### src/rtl/seq_mult_pkg.sv
// Shared types and helpers for the sequential shift-and-add multiplier.
// The control state encoding and counter sizing are used by the top-level multiplier.
package seq_mult_pkg;

    typedef enum logic [1:0] {
        IDLE = 2'd0,
        RUN  = 2'd1,
        DONE = 2'd2
    } state_t;

    // The iteration counter spans 0..width-1, so a width of at least 2 needs $clog2(width) bits.
    function automatic int cnt_width(input int width);
        return (width < 2) ? 1 : $clog2(width);
    endfunction

endpackage

### src/rtl/seq_mult_if.sv
// Handshake and operand/product bundle between the multiplier and its controller.
// The master side issues start and the operands; the slave side returns busy, done and the product.
interface seq_mult_if #(
    parameter int WIDTH = 4
);
    logic               start;
    logic [WIDTH-1:0]   a;
    logic [WIDTH-1:0]   b;
    logic               busy;
    logic               done;
    logic [2*WIDTH-1:0] p;

    modport master (
        output start, a, b,
        input  busy, done, p
    );

    modport slave (
        input  start, a, b,
        output busy, done, p
    );
endinterface

### src/rtl/seq_mult_rca_n.sv
// One-bit full-adder cell and an N-bit ripple-carry adder built from a chain of these cells.
module full_adder (
    input  logic a,
    input  logic b,
    input  logic cin,
    output logic s,
    output logic cout
);
    assign s    = a ^ b ^ cin;
    assign cout = (a & b) | (a & cin) | (b & cin);
endmodule

module rca_n #(
    parameter int N = 4
) (
    input  logic [N-1:0] a,
    input  logic [N-1:0] b,
    input  logic         cin,
    output logic [N-1:0] s,
    output logic         cout
);
    logic [N:0] carry;

    assign carry[0] = cin;
    assign cout     = carry[N];

    generate
        for (genvar gi = 0; gi < N; gi++) begin : g_bit
            full_adder u_fa (
                .a    (a[gi]),
                .b    (b[gi]),
                .cin  (carry[gi]),
                .s    (s[gi]),
                .cout (carry[gi+1])
            );
        end
    endgenerate
endmodule

### src/rtl/seq_mult.sv
// Sequential unsigned shift-and-add multiplier: WIDTH iterations through one shared adder slice.
// The handshake is start/busy/done. The product stays on p until the next completed multiply.
module seq_mult
    import seq_mult_pkg::*;
#(
    parameter int WIDTH = 4
) (
    input  logic      clk,
    input  logic      rst_n,
    seq_mult_if.slave bus
);
    localparam int CNT_W = cnt_width(WIDTH);

    state_t             state_reg, state_next;
    logic [WIDTH-1:0]   mcand_reg, mcand_next;
    logic [2*WIDTH-1:0] acc_reg, acc_next;
    logic [CNT_W-1:0]   cnt_reg, cnt_next;
    logic [2*WIDTH-1:0] p_reg, p_next;

    logic [WIDTH-1:0]   addend;
    logic [WIDTH-1:0]   sum;
    logic               sum_carry;
    logic [2*WIDTH-1:0] acc_shift;
    logic               last_iter;

    // The multiplier LSB gates the multiplicand, so a single adder covers both "add" and "no add".
    assign addend = acc_reg[0] ? mcand_reg : '0;

    rca_n #(
        .N (WIDTH)
    ) u_rca (
        .a    (acc_reg[2*WIDTH-1:WIDTH]),
        .b    (addend),
        .cin  (1'b0),
        .s    (sum),
        .cout (sum_carry)
    );

    // The carry-out lands at the top, and the consumed multiplier bit drops off the bottom.
    assign acc_shift = {sum_carry, sum, acc_reg[WIDTH-1:1]};
    assign last_iter = (cnt_reg == CNT_W'(WIDTH - 1));

    always_comb begin
        state_next = state_reg;
        mcand_next = mcand_reg;
        acc_next   = acc_reg;
        cnt_next   = cnt_reg;
        p_next     = p_reg;

        case (state_reg)
            IDLE, DONE: begin
                state_next = IDLE;
                if (bus.start) begin
                    mcand_next = bus.a;
                    acc_next   = {{WIDTH{1'b0}}, bus.b};
                    cnt_next   = '0;
                    state_next = RUN;
                end
            end
            RUN: begin
                acc_next = acc_shift;
                cnt_next = cnt_reg + CNT_W'(1);
                if (last_iter) begin
                    p_next     = acc_shift;
                    state_next = DONE;
                end
            end
            default: begin
                state_next = IDLE;
            end
        endcase
    end

    always_ff @(posedge clk or negedge rst_n) begin
        if (!rst_n) begin
            state_reg <= IDLE;
            mcand_reg <= '0;
            acc_reg   <= '0;
            cnt_reg   <= '0;
            p_reg     <= '0;
        end else begin
            state_reg <= state_next;
            mcand_reg <= mcand_next;
            acc_reg   <= acc_next;
            cnt_reg   <= cnt_next;
            p_reg     <= p_next;
        end
    end

    assign bus.busy = (state_reg == RUN);
    assign bus.done = (state_reg == DONE);
    assign bus.p    = p_reg;

endmodule

### src/flat_wrapper.sv
// flat-port wrapper written by rule: the top's interface ports become plain ports
module seq_mult_flat import seq_mult_pkg::*;
#(
    parameter int WIDTH = 4
)
  (clk, rst_n, bus_start, bus_a, bus_b, bus_busy, bus_done, bus_p);
  seq_mult_if #(.WIDTH(WIDTH)) bus_i ();
  input  logic clk;
  input  logic rst_n;
  input wire logic [$bits(bus_i.start)-1:0] bus_start;
  input wire logic [$bits(bus_i.a)-1:0] bus_a;
  input wire logic [$bits(bus_i.b)-1:0] bus_b;
  output wire logic [$bits(bus_i.busy)-1:0] bus_busy;
  output wire logic [$bits(bus_i.done)-1:0] bus_done;
  output wire logic [$bits(bus_i.p)-1:0] bus_p;
  assign bus_i.start = bus_start;
  assign bus_i.a = bus_a;
  assign bus_i.b = bus_b;
  assign bus_busy = bus_i.busy;
  assign bus_done = bus_i.done;
  assign bus_p = bus_i.p;
  seq_mult #(.WIDTH(WIDTH)) u_core (.clk(clk), .rst_n(rst_n), .bus(bus_i));
endmodule
### config.mk
export PLATFORM = sky130hd
export DESIGN_NAME = seq_mult_flat
export DESIGN_NICKNAME = d
export VERILOG_FILES = /design/src/rtl/seq_mult_pkg.sv /design/src/rtl/seq_mult_if.sv /design/src/rtl/seq_mult_rca_n.sv /design/src/rtl/seq_mult.sv /design/src/flat_wrapper.sv
export SDC_FILE = /design/constraint.sdc
export NUM_CORES = 1
export LEC_CHECK = 0
export CAP_MARGIN = 20
export CELL_PAD_IN_SITES_DETAIL_PLACEMENT = 0
export CELL_PAD_IN_SITES_GLOBAL_PLACEMENT = 1
export CORE_ASPECT_RATIO = 1.5
export CORE_MARGIN = 1
export CORE_UTILIZATION = 40
export DETAILED_ROUTE_END_ITERATION = 8
export PLACE_DENSITY = 0.78
export SLEW_MARGIN = 20
export SYNTH_ARGS = -nofsm -noshare
export SYNTH_HDL_FRONTEND = slang
export SYNTH_SLANG_ARGS = --single-unit
### constraint.sdc
create_clock -name clk -period 2.5 [get_ports clk]
set_clock_uncertainty 0.15 [all_clocks]
set_input_delay 0.625 -clock clk [delete_from_list [all_inputs] [get_ports clk]]
set_output_delay 0.625 -clock clk [all_outputs]
set_load 0.05 [all_outputs]
==> metrics.yaml, run 1 <==
synthesis:
  syn_avg_cell_area_um2: 11.8
  ys_warn_count: 0
  synth_compound_area_share_pct: 12.9
  yosys.cell_count.top_type: "dfrtp_1"
  synth-xor-area-share_pct: 0.784
  synth_top_area_share_pct: 53.8
  synth_enable_flop_cells: 0
  synth_cells: 95
  ys_seq_elements: 24
  ys_types: 25
  yosys-top-cells-area: "dfrtp_1, mux2_2, fa_1"
  synthSimpleGateAreaFrac_pct: 9.18
  syn-num-nets: 111
  synthArstFlopShare_pct: 100
  synth_adder_area_share_pct: 7.61
  yosysSeqAreaShare_pct: 53.8
  synth_top_cell_by_area: "dfrtp_1"
  synth_top_family_by_area: "compound AO/OA/AOI/OAI gates"
  syn_area_um2: 1120
  muxShareOfSynthArea_pct: 9.63
  synth_commonest_cells: "dfrtp_1, inv_1, nand2_1, o21ai_0, mux2_2"
  ys.flop_type: "dfrtp_1"
hold_path:
  hp-class: "reg -> reg"
  holdCritStartpoint: "u_core.bus.p[2]"
layout:
  nets: 135
  antenna_cells: 0
  final_cell_count_no_fill: 154
  fill_cells: 257
  utilization_pct: 52.6
  drive_above_1_share_pct: 15.4
  area_growth_pct: 24.5
critical_path:
  cp-end-kind: "register"
  critPathLaunch: "u_core.acc_reg[0]"
  cp-start-kind: "register"
  cp_max_fo: 5
  path_class: "reg -> reg"
  critical_path_arrival_ns: 2.33
  cp_data_required_time_ns: 2.50
  reg2reg_from: "u_core.acc_reg[0]"
die:
  initial_core_util_pct: 42.2
  rows: 23
  die_y_um: 66.7
  core-area_um2: 2650
  die_w_um: 45.2
  io_pins: 21
  dieArea_um2: 3010
placed_design:
  dp_hpwl_um: 1500
  place_inst: 149
  gp_congestion: 0.704
  portBuffers: 20
global_route:
  grt_first_pass_wirelength_um: 3530
  antenna_found_initial: 0
  grt_pass1_vias: 791
  grt_overflow_total: 0
  grt_max_degree: 25
  grt_usage_pct: 16.5
power_and_ir_drop:
  ir_drop_uv: 636
  comb_power_share_pct: 52.7
  clockPowerShare_pct: 11.0
  netSwitchingPower_uw: 821
  powerDensity_nw_per_um2: 1420
  p_leak_nw: 0.628
  finalPower_mw: 1.98
  sequentialPowerShare_pct: 36.3
  power.share.switching_pct: 41.6
  internal-power_mw: 1.15
drt:
  drt_pass1_iterations: 2
  antenna_left: 0
  first_iter_violations: 4
  dr_total_vias: 757
  drcViolationCount: 0
  postRouteWirelength_um: 2020
  viasPerCell: 4.92
  wire_per_inst_um: 13.1
clocking:
  cts.sinks: 24
  clk_latency_ns: 0.26
  clkTransAtPathRegs_ns: 0.07
  cts_tree: "built"
  clockBufferDepth: 2
  cts_buffers: 3
  cts-root-buf: "clkbuf_8"
  h-tree-depth: 1
  holdBufCountCts: 0
status:
  outcome: "complete, no violations"
sta:
  fmax_mhz: 430
  rsz0062_at_grt: "no"
  finalHoldViolCount: 0
  setup_viol: 0
  slew_violations: 0
  worst_pin_slew_ns: 0.559
  fin_setup_tns_ns: 0
  finalCriticalPeriod_ns: 2.33
  fin_crit_sh_pct: 93.1
  relSlewSlack_pct: 62.6
run:
  maxCapViolCount: 0
-- routing by layer --
layer	part of all wire, %	GRT usage (%)
met5	0	0
met4	2.3	9.09
met3	2.6	2.44
met2	54	27.4
met1	41	20.0
-- final timing paths --
kind | depth (start not counted) | slack [ns] | to
hold / removal | 2 | 0.33 | u_core.bus.p[2]
max in group asynchronous | 2 | 1.40 | u_core.mcand_reg[1]
hold reg to reg | 2 | 0.33 | u_core.bus.p[2]
setup reg to reg | 10 | 0.17 | u_core.acc_reg[6]
min in group asynchronous | 2 | 0.57 | u_core.cnt_reg[1]
setup / recovery | 10 | 0.17 | u_core.acc_reg[6]
-- cells in the final DEF, fill, tap and decap left out, drive strengths merged, types with 2 or more instances in the layout --
cell            n
a21oi           4
a22o            5
and2            3
buf             5
clkbuf          3
clkdlybuf4s50  18
dfrtp          24
fa              3
ha              2
inv            10
mux2            8
nand2          10
nand2b          2
nor2b           2
o21ai           9
o22ai           3
-- power groups by stage --
| stage | registers, mW | clock network, mW | logic [mW] |
|---|---|---|---|
| finish | 0.717 | 0.217 | 1.04 |
| global route | 0.742 | 0.242 | 1.15 |
| CTS | 0.722 | 0.226 | 1.03 |
| detailed placement | 0.730 | 0 | 1.03 |
| global placement | 0.722 | 0 | 1.00 |
| floorplan | 0.867 | 0 | 0.609 |
-- critical path: stages (launching register included) --
cell and delay [ns]:
dfrtp_1 0.39, and2_1 0.14, ha_1 0.14, inv_1 0.05, fa_1 0.35, inv_1 0.08, fa_1 0.15, inv_1 0.05
fa_1 0.49, o21ai_1 0.07, a22o_1 0.18
-- per-stage QoR --
stage / setup slack (ns) / hold WS [ns] / cell area [um2]
floorplan: 0.226 / 0.179 / 1120
global placement: 0.185 / 0.313 / 1340
detailed placement: 0.127 / 0.322 / 1340
CTS: 0.106 / 0.340 / 1380
global route: 0.00886 / 0.381 / 1390
finish: 0.173 / 0.335 / 1390
-- area by class of cell --
type | count | area, um2 | area share [%]
Clock buffer | 3 | 41.3 | 2.97
Inverter | 10 | 37.5 | 2.70
Multi-Input combinational cell | 57 | 448 | 32.2
Sequential cell | 24 | 601 | 43.2
Tap cell | 37 | 46.3 | 3.33
Timing Repair Buffer | 23 | 218 | 15.6
-- logic make-up after synthesis --
family          after synthesis
flops                        24
compound gates               23
simple gates                 19
buf+inv                      14
mux                           9
fa+ha+maj                     5
xor+xnor                      1
-- what timing repair did --
| item | 4_1_cts | 5_1_grt |
|---|---|---|
| gates resized for setup | 0 | 1 |
| setup endpoints to repair | 0 | 1 |
| buffers inserted | 0 | 2 |
Power figures use the tool's default switching activity.
==> run 2, diff against run 1 <==
--- a/config.mk
+++ b/config.mk
@@ -13,6 +13,7 @@
 export CORE_UTILIZATION = 40
 export DETAILED_ROUTE_END_ITERATION = 8
 export PLACE_DENSITY = 0.78
+export SETUP_SLACK_MARGIN = 0.02
 export SLEW_MARGIN = 20
 export SYNTH_ARGS = -nofsm -noshare
 export SYNTH_HDL_FRONTEND = slang
==> results of run 2 <==
No change in the layout: final DEF, timing and power equal those of run 1.
==> run 3, diff against run 2 <==
--- a/config.mk
+++ b/config.mk
@@ -5,16 +5,15 @@
 export SDC_FILE = /design/constraint.sdc
 export NUM_CORES = 1
 export LEC_CHECK = 0
-export CAP_MARGIN = 20
 export CELL_PAD_IN_SITES_DETAIL_PLACEMENT = 0
 export CELL_PAD_IN_SITES_GLOBAL_PLACEMENT = 1
 export CORE_ASPECT_RATIO = 1.5
 export CORE_MARGIN = 1
 export CORE_UTILIZATION = 40
+export CTS_CLUSTER_SIZE = 40
 export DETAILED_ROUTE_END_ITERATION = 8
 export PLACE_DENSITY = 0.78
 export SETUP_SLACK_MARGIN = 0.02
-export SLEW_MARGIN = 20
 export SYNTH_ARGS = -nofsm -noshare
 export SYNTH_HDL_FRONTEND = slang
 export SYNTH_SLANG_ARGS = --single-unit
==> results of run 3 <==
No change in the layout: final DEF, timing and power equal those of run 1.
